==> config.mk <==
export PLATFORM = sky130hd
export DESIGN_NAME = serial_mult_arb
export DESIGN_NICKNAME = d
export VERILOG_FILES = /design/src/rtl/serial_mult_arb_pkg.sv /design/src/rtl/serial_mult_dp.sv /design/src/rtl/serial_mult_arb.sv
export SDC_FILE = /design/constraint.sdc
export NUM_CORES = 1
export LEC_CHECK = 0
export ABC_CLOCK_PERIOD_IN_PS = 5400
export BUFFER_PORTS_ARGS = -buffer_cell sky130_fd_sc_hd__buf_4
export CORE_AREA = 5 5 109 111
export CTS_BUF_LIST = sky130_fd_sc_hd__clkbuf_8
export DETAILED_ROUTE_END_ITERATION = 12
export DIE_AREA = 0 0 114 116
export PLACE_DENSITY_LB_ADDON = 0.3
export SKIP_CTS_REPAIR_TIMING = 1
export SYNTH_ARGS = -nofsm -noshare
export SYNTH_HDL_FRONTEND = slang
export SYNTH_HIERARCHICAL = 1
export SYNTH_SLANG_ARGS = --single-unit
==> constraint.sdc <==
create_clock -name clk -period 5.4 [get_ports clk]
set_clock_uncertainty 0.15 [all_clocks]
set_input_delay 0.54 -clock clk [delete_from_list [all_inputs] [get_ports clk]]
set_output_delay 0.54 -clock clk [all_outputs]
set_load 0.02 [all_outputs]
==> src/rtl/serial_mult_arb_pkg.sv <==
// Shared types and constants for the two-client serial multiplier.
package serial_mult_arb_pkg;

  // Default operand width; the product is twice this.
  localparam int unsigned WIDTH_DEF = 8;

  // Controller states.
  typedef enum logic [1:0] {
    IDLE = 2'd0,
    RUN  = 2'd1,
    DONE = 2'd2
  } state_t;

  // Width of the step counter that walks WIDTH-1 down to 0.
  function automatic int unsigned cnt_width(input int unsigned w);
    return (w > 1) ? $clog2(w) : 1;
  endfunction

endpackage

==> src/rtl/serial_mult_dp.sv <==
// Shift-add multiply datapath: one partial product per step, LSB of Y first.
module serial_mult_dp
  import serial_mult_arb_pkg::*;
#(
  parameter int unsigned WIDTH = WIDTH_DEF
) (
  input  logic                 clk,
  input  logic                 rst,
  input  logic                 load,
  input  logic                 step,
  input  logic [WIDTH-1:0]     a,
  input  logic [WIDTH-1:0]     b,
  output logic [2*WIDTH-1:0]   acc_nxt_c,
  output logic                 cnteqzero_c
);

  localparam int unsigned PW = 2 * WIDTH;
  localparam int unsigned CW = cnt_width(WIDTH);

  logic [WIDTH-1:0] x;
  logic [WIDTH-1:0] y;
  logic [PW-1:0]    acc;
  logic [CW-1:0]    cnt;
  logic [CW-1:0]    shamt;
  logic [PW-1:0]    addend;
  logic             yzero;

  // Status flags and the accumulator value after the current step.
  always_comb begin
    cnteqzero_c = (cnt == '0);
    yzero       = (y == '0);
    shamt       = CW'(WIDTH - 1) - cnt;
    addend      = PW'(x) << shamt;
    acc_nxt_c   = y[0] ? (acc + addend) : acc;
  end

  // Operand load on grant, then one shift-add per step; acc is left alone once Y is exhausted.
  always_ff @(posedge clk or posedge rst) begin
    if (rst) begin
      x   <= '0;
      y   <= '0;
      acc <= '0;
      cnt <= '0;
    end else if (load) begin
      x   <= a;
      y   <= b;
      acc <= '0;
      cnt <= CW'(WIDTH - 1);
    end else if (step) begin
      y   <= y >> 1;
      cnt <= cnt - CW'(1);
      if (!yzero) begin
        acc <= acc_nxt_c;
      end
    end
  end

endmodule

==> src/rtl/serial_mult_arb.sv <==
// Two-client round-robin arbiter in front of a serial shift-add multiplier.
module serial_mult_arb
  import serial_mult_arb_pkg::*;
#(
  parameter int unsigned WIDTH = WIDTH_DEF
) (
  input  logic                 clk,
  input  logic                 rst,
  input  logic                 req0,
  input  logic [WIDTH-1:0]     a0,
  input  logic [WIDTH-1:0]     b0,
  input  logic                 req1,
  input  logic [WIDTH-1:0]     a1,
  input  logic [WIDTH-1:0]     b1,
  output logic                 gnt0,
  output logic                 gnt1,
  output logic                 busy,
  output logic                 done,
  output logic                 done_id,
  output logic [2*WIDTH-1:0]   product
);

  localparam int unsigned PW = 2 * WIDTH;

  state_t           state;
  state_t           state_nxt;
  logic             last_id;
  logic             cur_id;
  logic             gnt_vld_c;
  logic             gnt_id_c;
  logic [WIDTH-1:0] a_sel;
  logic [WIDTH-1:0] b_sel;
  logic             op_zero;
  logic             dp_step;
  logic [PW-1:0]    acc_nxt_c;
  logic             cnteqzero_c;

  // Round-robin pick; only IDLE may grant, and never while reset is held.
  always_comb begin
    gnt_vld_c = 1'b0;
    gnt_id_c  = 1'b0;
    if ((state == IDLE) && !rst) begin
      if (req0 && req1) begin
        gnt_vld_c = 1'b1;
        gnt_id_c  = ~last_id;
      end else if (req0) begin
        gnt_vld_c = 1'b1;
        gnt_id_c  = 1'b0;
      end else if (req1) begin
        gnt_vld_c = 1'b1;
        gnt_id_c  = 1'b1;
      end
    end
  end

  // Operands of the client being granted, and the zero-operand shortcut.
  always_comb begin
    a_sel   = gnt_id_c ? a1 : a0;
    b_sel   = gnt_id_c ? b1 : b0;
    op_zero = (a_sel == '0) || (b_sel == '0);
    dp_step = (state == RUN);
  end

  serial_mult_dp #(
    .WIDTH (WIDTH)
  ) u_dp (
    .clk         (clk),
    .rst         (rst),
    .load        (gnt_vld_c),
    .step        (dp_step),
    .a           (a_sel),
    .b           (b_sel),
    .acc_nxt_c   (acc_nxt_c),
    .cnteqzero_c (cnteqzero_c)
  );

  // State register.
  always_ff @(posedge clk or posedge rst) begin
    if (rst) begin
      state <= IDLE;
    end else begin
      state <= state_nxt;
    end
  end

  // Next-state logic.
  always_comb begin
    state_nxt = state;
    case (state)
      IDLE: begin
        if (gnt_vld_c) begin
          state_nxt = op_zero ? DONE : RUN;
        end
      end
      RUN: begin
        if (cnteqzero_c) begin
          state_nxt = DONE;
        end
      end
      DONE:    state_nxt = IDLE;
      default: state_nxt = IDLE;
    endcase
  end

  // Outputs decoded from state; grants follow the requests within the IDLE cycle.
  always_comb begin
    gnt0 = gnt_vld_c && !gnt_id_c;
    gnt1 = gnt_vld_c && gnt_id_c;
    busy = (state != IDLE);
    done = (state == DONE);
  end

  // Round-robin history and the id of the job in flight.
  always_ff @(posedge clk or posedge rst) begin
    if (rst) begin
      last_id <= 1'b1;
      cur_id  <= 1'b0;
    end else if (gnt_vld_c) begin
      last_id <= gnt_id_c;
      cur_id  <= gnt_id_c;
    end
  end

  // Result registers load on the edge entering DONE and hold until the next job finishes.
  always_ff @(posedge clk or posedge rst) begin
    if (rst) begin
      product <= '0;
      done_id <= 1'b0;
    end else if ((state == IDLE) && (state_nxt == DONE)) begin
      product <= '0;
      done_id <= gnt_id_c;
    end else if ((state == RUN) && (state_nxt == DONE)) begin
      product <= acc_nxt_c;
      done_id <= cur_id;
    end
  end

endmodule

; After elaboration in Yosys (flattened, before gate mapping)
; Cells that the tools add are included.
[totals]
regBits = 56
in_bits = 36
output_inout_bits = 21
wordCells = 61
[op_classes]
n_addsub = 3
eq_ne = 4
shift = 1
n_mux = 25
bitwise_logic = 1
n_reduce_logical = 18
[ops]
columns = op, count
row1 = 2-to-1 mux 16 bit, 6
row2 = 2-to-1 mux 8 bit, 4
row3 = logical NOT 8 bit, 3
row4 = adder 16 bit, 1
row5 = left shift 8 x 3 -> 16 bit, 1
row6 = 2-to-1 mux 1 bit, 9
row7 = logical AND 1 bit, 6
row8 = 2-to-1 mux 2 bit, 3
row9 = 2-to-1 mux 3 bit, 2
row10 = nonzero test 2 bit, 3
row11 = "equality test 2 bit, second input constant", 2
row12 = one-hot mux 2 bit (2 select lines), 1
row13 = logical NOT 3 bit, 1
row14 = "subtractor 3 x 1 -> 3 bit, second input constant", 1
row15 = "subtractor 3 bit, first input constant", 1
row16 = "equality test 2 x 1 -> 1 bit, second input constant", 1
row17 = logical NOT 1 bit, 2
row18 = logical NOT 2 bit, 1
row19 = "!= test 2 bit, second input constant", 1
row20 = AND reduction 2 bit, 1
row21 = logical OR 1 bit, 1
row22 = NOT 1 bit, 1

; Depth between registers and ports, before layout
[depth]
ltp_word = 14
depth_mapped = 14
mapped_depth_nobuf = 13

; By module
; The synthesis kept the hierarchy.
[modules_own_cells]
columns = mod, n_inst, cells_each, area_per_inst_um2, seq_area_each_um2
row1 = serial_mult_dp, 1, 314, 2797.7, 875.8
row2 = serial_mult_arb, 1, 164, 1222.4, 526.8

; Worst setup path before layout
; OpenSTA, ideal clock, no wires.
[synth_path]
path_kind = register to register
start = register u_dp.cnt[1]
end = register product[12]
setup_ps = 73
t_arrival_ps = 2866
path_slack_ps = 2311
path_stages_with_launch = 13
path_buffers = 1
synth_period_minus_slack_ps = 3089
cell_sequence = dfrtp_1 buf_1 mux2_2 mux2i_1 o21ai_0 ha_1 and3_1 and3_1 a2111oi_1 xor2_1 o21ai_0 nand2_1 a21oi_2
[synth_between]
elab_chain_cells = 6
elab_cells_between_ends = 13
cone_classes = 2 x add/sub / 1 x eq/ne / 1 x shift / 5 x mux / 4 x reduce/logical
[synth_lines]
columns = item, line_no
row1 = from (decl), serial_mult_dp.sv:23  ; logic [CW-1:0] cnt;
row2 = from (signal assigned), serial_mult_dp.sv:48  ; cnt <= CW'(WIDTH - 1);
row3 = from (signal assigned), serial_mult_dp.sv:51  ; cnt <= cnt - CW'(1);
row4 = subtractor 3 bit, serial_mult_dp.sv:32  ; shamt = CW'(WIDTH - 1) - cnt;
row5 = left shift 8 x 3 -> 16 bit, serial_mult_dp.sv:33  ; addend = PW'(x) << shamt;
row6 = adder 16 bit, serial_mult_dp.sv:34  ; acc_nxt_c = y[0] ? (acc + addend) : acc;
row7 = 2-to-1 mux 16 bit, serial_mult_dp.sv:34
row8 = named net acc_nxt_c[12], serial_mult_arb.sv:35  ; logic [PW-1:0] acc_nxt_c;
row9 = 2-to-1 mux 16 bit, serial_mult_arb.sv:132  ; end else if ((state == RUN) && (state_nxt == DONE)) begin
row10 = 2-to-1 mux 16 bit, serial_mult_arb.sv:129  ; end else if ((state == IDLE) && (state_nxt == DONE)) begin
row11 = to (signal assigned), serial_mult_arb.sv:133  ; product <= acc_nxt_c;
row12 = to (decl), serial_mult_arb.sv:20  ; output logic [2*WIDTH-1:0] product
; The timed path passes the listed nets, and every way through them passes these cells. The select of a mux whose other input is x is not followed.
; A chain may end at the register's enable or synchronous reset.

; Worst setup path in the final report
; Ends and elaborated chain as after synthesis.

==> impl_metrics.csv <==
group,metric,value,unit
synth,syn_inst,478,
die,start_util,0.376,
placement,dpl-instance-area,4520,um^2
synth,synth_compound_area_frac,0.191,
synth,postSynthRegisterBits,56,
synth,yosysUniqueCellTypes,64,
synth,avgSynthCellArea,8.41,um^2
cells_and_area,area_growth,15.1,%
placement,port_buffers,56,
clocking,root_buffer,"clkbuf_8",
synth,ys_warn_count,6,
synth,netlist_area,4020,um^2
cells_and_area,layout_common_cells,"132 x nand2_1, 60 x buf_4, 55 x dfrtp_1",
timing,setup_violations,0,
die,core_region_area,10700,um^2
die,pin_count,57,
synth,synthAdderAreaFrac,0.0579,
routing,drt_iter0_drc,253,
timing,holdWs,0.195,ns
clocking,cts.clk_slew.worst_paths,0.10,ns
cells_and_area,diodes,0,
grt,grt_max_degree,36,
cells_and_area,finish.utilization,0.433,
clocking,htree_levels,2,
cells_and_area,fillers,1059,
flow_run,cap_violations,0,
power,power_density,647,nW/um^2
synth,synth-edff-count,0,
cells_and_area,drive_above_1_share,0.204,
setup_path,crit_path_start_kind,"flip-flop",
grt,antenna_found_initial,0,
timing,fin_crit,3.75,ns
power,irDropWorstVdd,213,uV
routing,drc,0,
setup_path,required,5.50,ns
routing,num_vias,3625,
routing,drtPass1Iterations,4,
synth,synth-seq-area-share,0.349,
clocking,cts_tree,"done",
routing,ant_nets,0,
routing,routed_via_density,5.49,
worst_hold_path,worstHoldPathType,"in -> async",
cells_and_area,final_common_cell,"nand2_1",
grt,overflow,0,
die,fp.dieW,114,um
power,leakage,0.00212,uW
die,die_y,116,um
clocking,clock_tree.buffer_depth,2,
setup_path,end_kind,"flip-flop",
setup_path,worstPathArrival,3.85,ns
placement,hpwl,8.07,mm
grt,grt_pass1_wl,17.7,mm
setup_path,cp_max_fo,16,
grt,grtUsageTotal,0.164,
synth,synth_fp_nets,532,
synth,synthMuxAreaShare,0.0959,
clocking,cts_sinks,56,
timing,hold_viol,0,
timing,max_freq,0.266,GHz
setup_path,path_class,"reg -> reg",
timing,slew_headroom,0.333,
synth,synthFlopType,"dfrtp_1",
placement,place.gp.congestion,0.923,
cells_and_area,final_nets,573,
status,run_status,"finished, final reports clean",
synth,synth_top_family_by_area,"simple AND/OR/NAND/NOR gates",
synth,yosys.area_share.simple,0.240,
timing,tns,0,ns
die,rows,38,
die,dieArea,13200,um^2
clocking,cts_buffers,5,
routing,wirelength,10.6,mm
grt,grt_pass1_vias,3551,
synth,synth_xor_area_frac,0.0240,
routing,detail_route.wl_per_cell,16.1,um
synth,synthArstFlopShare,1.00,
clocking,clkLatencyLatePin,0.31,ns
timing,tightestPinTransition,1.00,ns
timing,timing.final.crit_share,0.695,
timing,slew_violations,0,
cells_and_area,final_area,4630,um^2
timing,rsz0062_at_grt,"false",
==> layer usage <==
metal | track usage | wire length (um) | vias to the layer above | part of all wire
met3 | 0.0266 | 743 | 14 | 0.070
met5 | 0 | 0 | - | 0
met4 | 0.0356 | 131 | 0 | 0.012
met1 | 0.234 | 4930 | 1696 | 0.46
li1 | - | - | 1784 | -
met2 | 0.262 | 4830 | 131 | 0.45
==> cells in the mapped netlist (5+ instances only) <==
| library cell | number | area, um^2 |
|---|---|---|
| o21ai_0 | 21 | 105 |
| a21oi_2 | 10 | 87.6 |
| nand2_1 | 132 | 495 |
| and3_1 | 5 | 31.3 |
| ha_1 | 17 | 213 |
| nor3_1 | 5 | 25.0 |
| clkbuf_1 | 14 | 52.6 |
| nand4_1 | 6 | 37.5 |
| or4_1 | 6 | 45.0 |
| inv_1 | 9 | 33.8 |
| buf_2 | 7 | 35.0 |
| nor2_1 | 12 | 45.0 |
| mux2_2 | 20 | 225 |
| nor4_1 | 7 | 43.8 |
| o31ai_1 | 6 | 45.0 |
| a32o_1 | 5 | 50.1 |
| dfrtp_1 | 55 | 1380 |
| xnor2_1 | 8 | 70.1 |
| a21oi_1 | 30 | 150 |
| nand3_1 | 10 | 50.1 |
| mux2i_1 | 16 | 160 |
==> critical path, stage by stage, from the launching register on <==
cell and delay (ns):
dfrtp_1 0.64, mux2_2 0.40, o21ai_0 0.29, o22ai_1 0.17
ha_1 0.49, a21oi_1 0.33, a21boi_0 0.14, a2111oi_1 0.49
xor2_1 0.16, o21ai_0 0.20, nand2_1 0.09, a21oi_2 0.14
==> stage by stage <==
step | setup WS [ns] | total power [uW] | std cells
floorplan | 2.31 | 2210 | 478
global placement | 1.73 | 2680 | 652
detailed placement | 1.75 | 2700 | 652
CTS | 1.71 | 3000 | 660
global route | 1.34 | 3250 | 660
finish | 1.65 | 3000 | 660
==> flip-flops by register name (all words and copies together) (netlist names) <==
name	cells
u_dp/cnt	3
last_id	1
cur_id	1
u_dp/x	8
u_dp/y	8
product	16
u_dp/acc	16
state	2
done_id	1
==> final cells by class <==
class / instances / area (um^2) / area share
clock buffer: 5 / 68.8 / 0.0149
tap: 140 / 175 / 0.0378
sequential: 56 / 1400 / 0.303
clock inverter: 3 / 42.5 / 0.00919
inverter: 11 / 41.3 / 0.00892
multi-input combinational: 385 / 2450 / 0.529
timing repair buffer: 60 / 450 / 0.0973
==> power by group <==
part / total (uW) / internal (uW) / switching [uW] / leakage (uW)
logic: 1920 / 800 / 1120 / 0.00136
registers: 790 / 608 / 182 / 0.000698
clock network: 282 / 139 / 143 / 0.0000599
==> path summary, 6_finish.rpt <==
kind	startpoint	end	slack [ns]	cells after the start
worst min register to register	last_id	last_id	0.32	2
worst min-delay path	rst	u_dp/y[5]	0.19	3
min in group clk	last_id	last_id	0.32	2
worst max register to register	u_dp/cnt[1]	product[12]	1.65	11
max in group asynchronous	rst	product[10]	4.28	2
worst max-delay path	u_dp/cnt[1]	product[12]	1.65	11
==> cells by family (layout without fill, tap and decap cells) <==
logic type | after synthesis | after routing
compound gates | 110 | 110
xor+xnor | 11 | 11
fa+ha+maj | 18 | 18
buf+inv | 37 | 79
flops | 56 | 56
mux | 36 | 36
simple gates | 210 | 210
(Power assumes the default switching activity.)
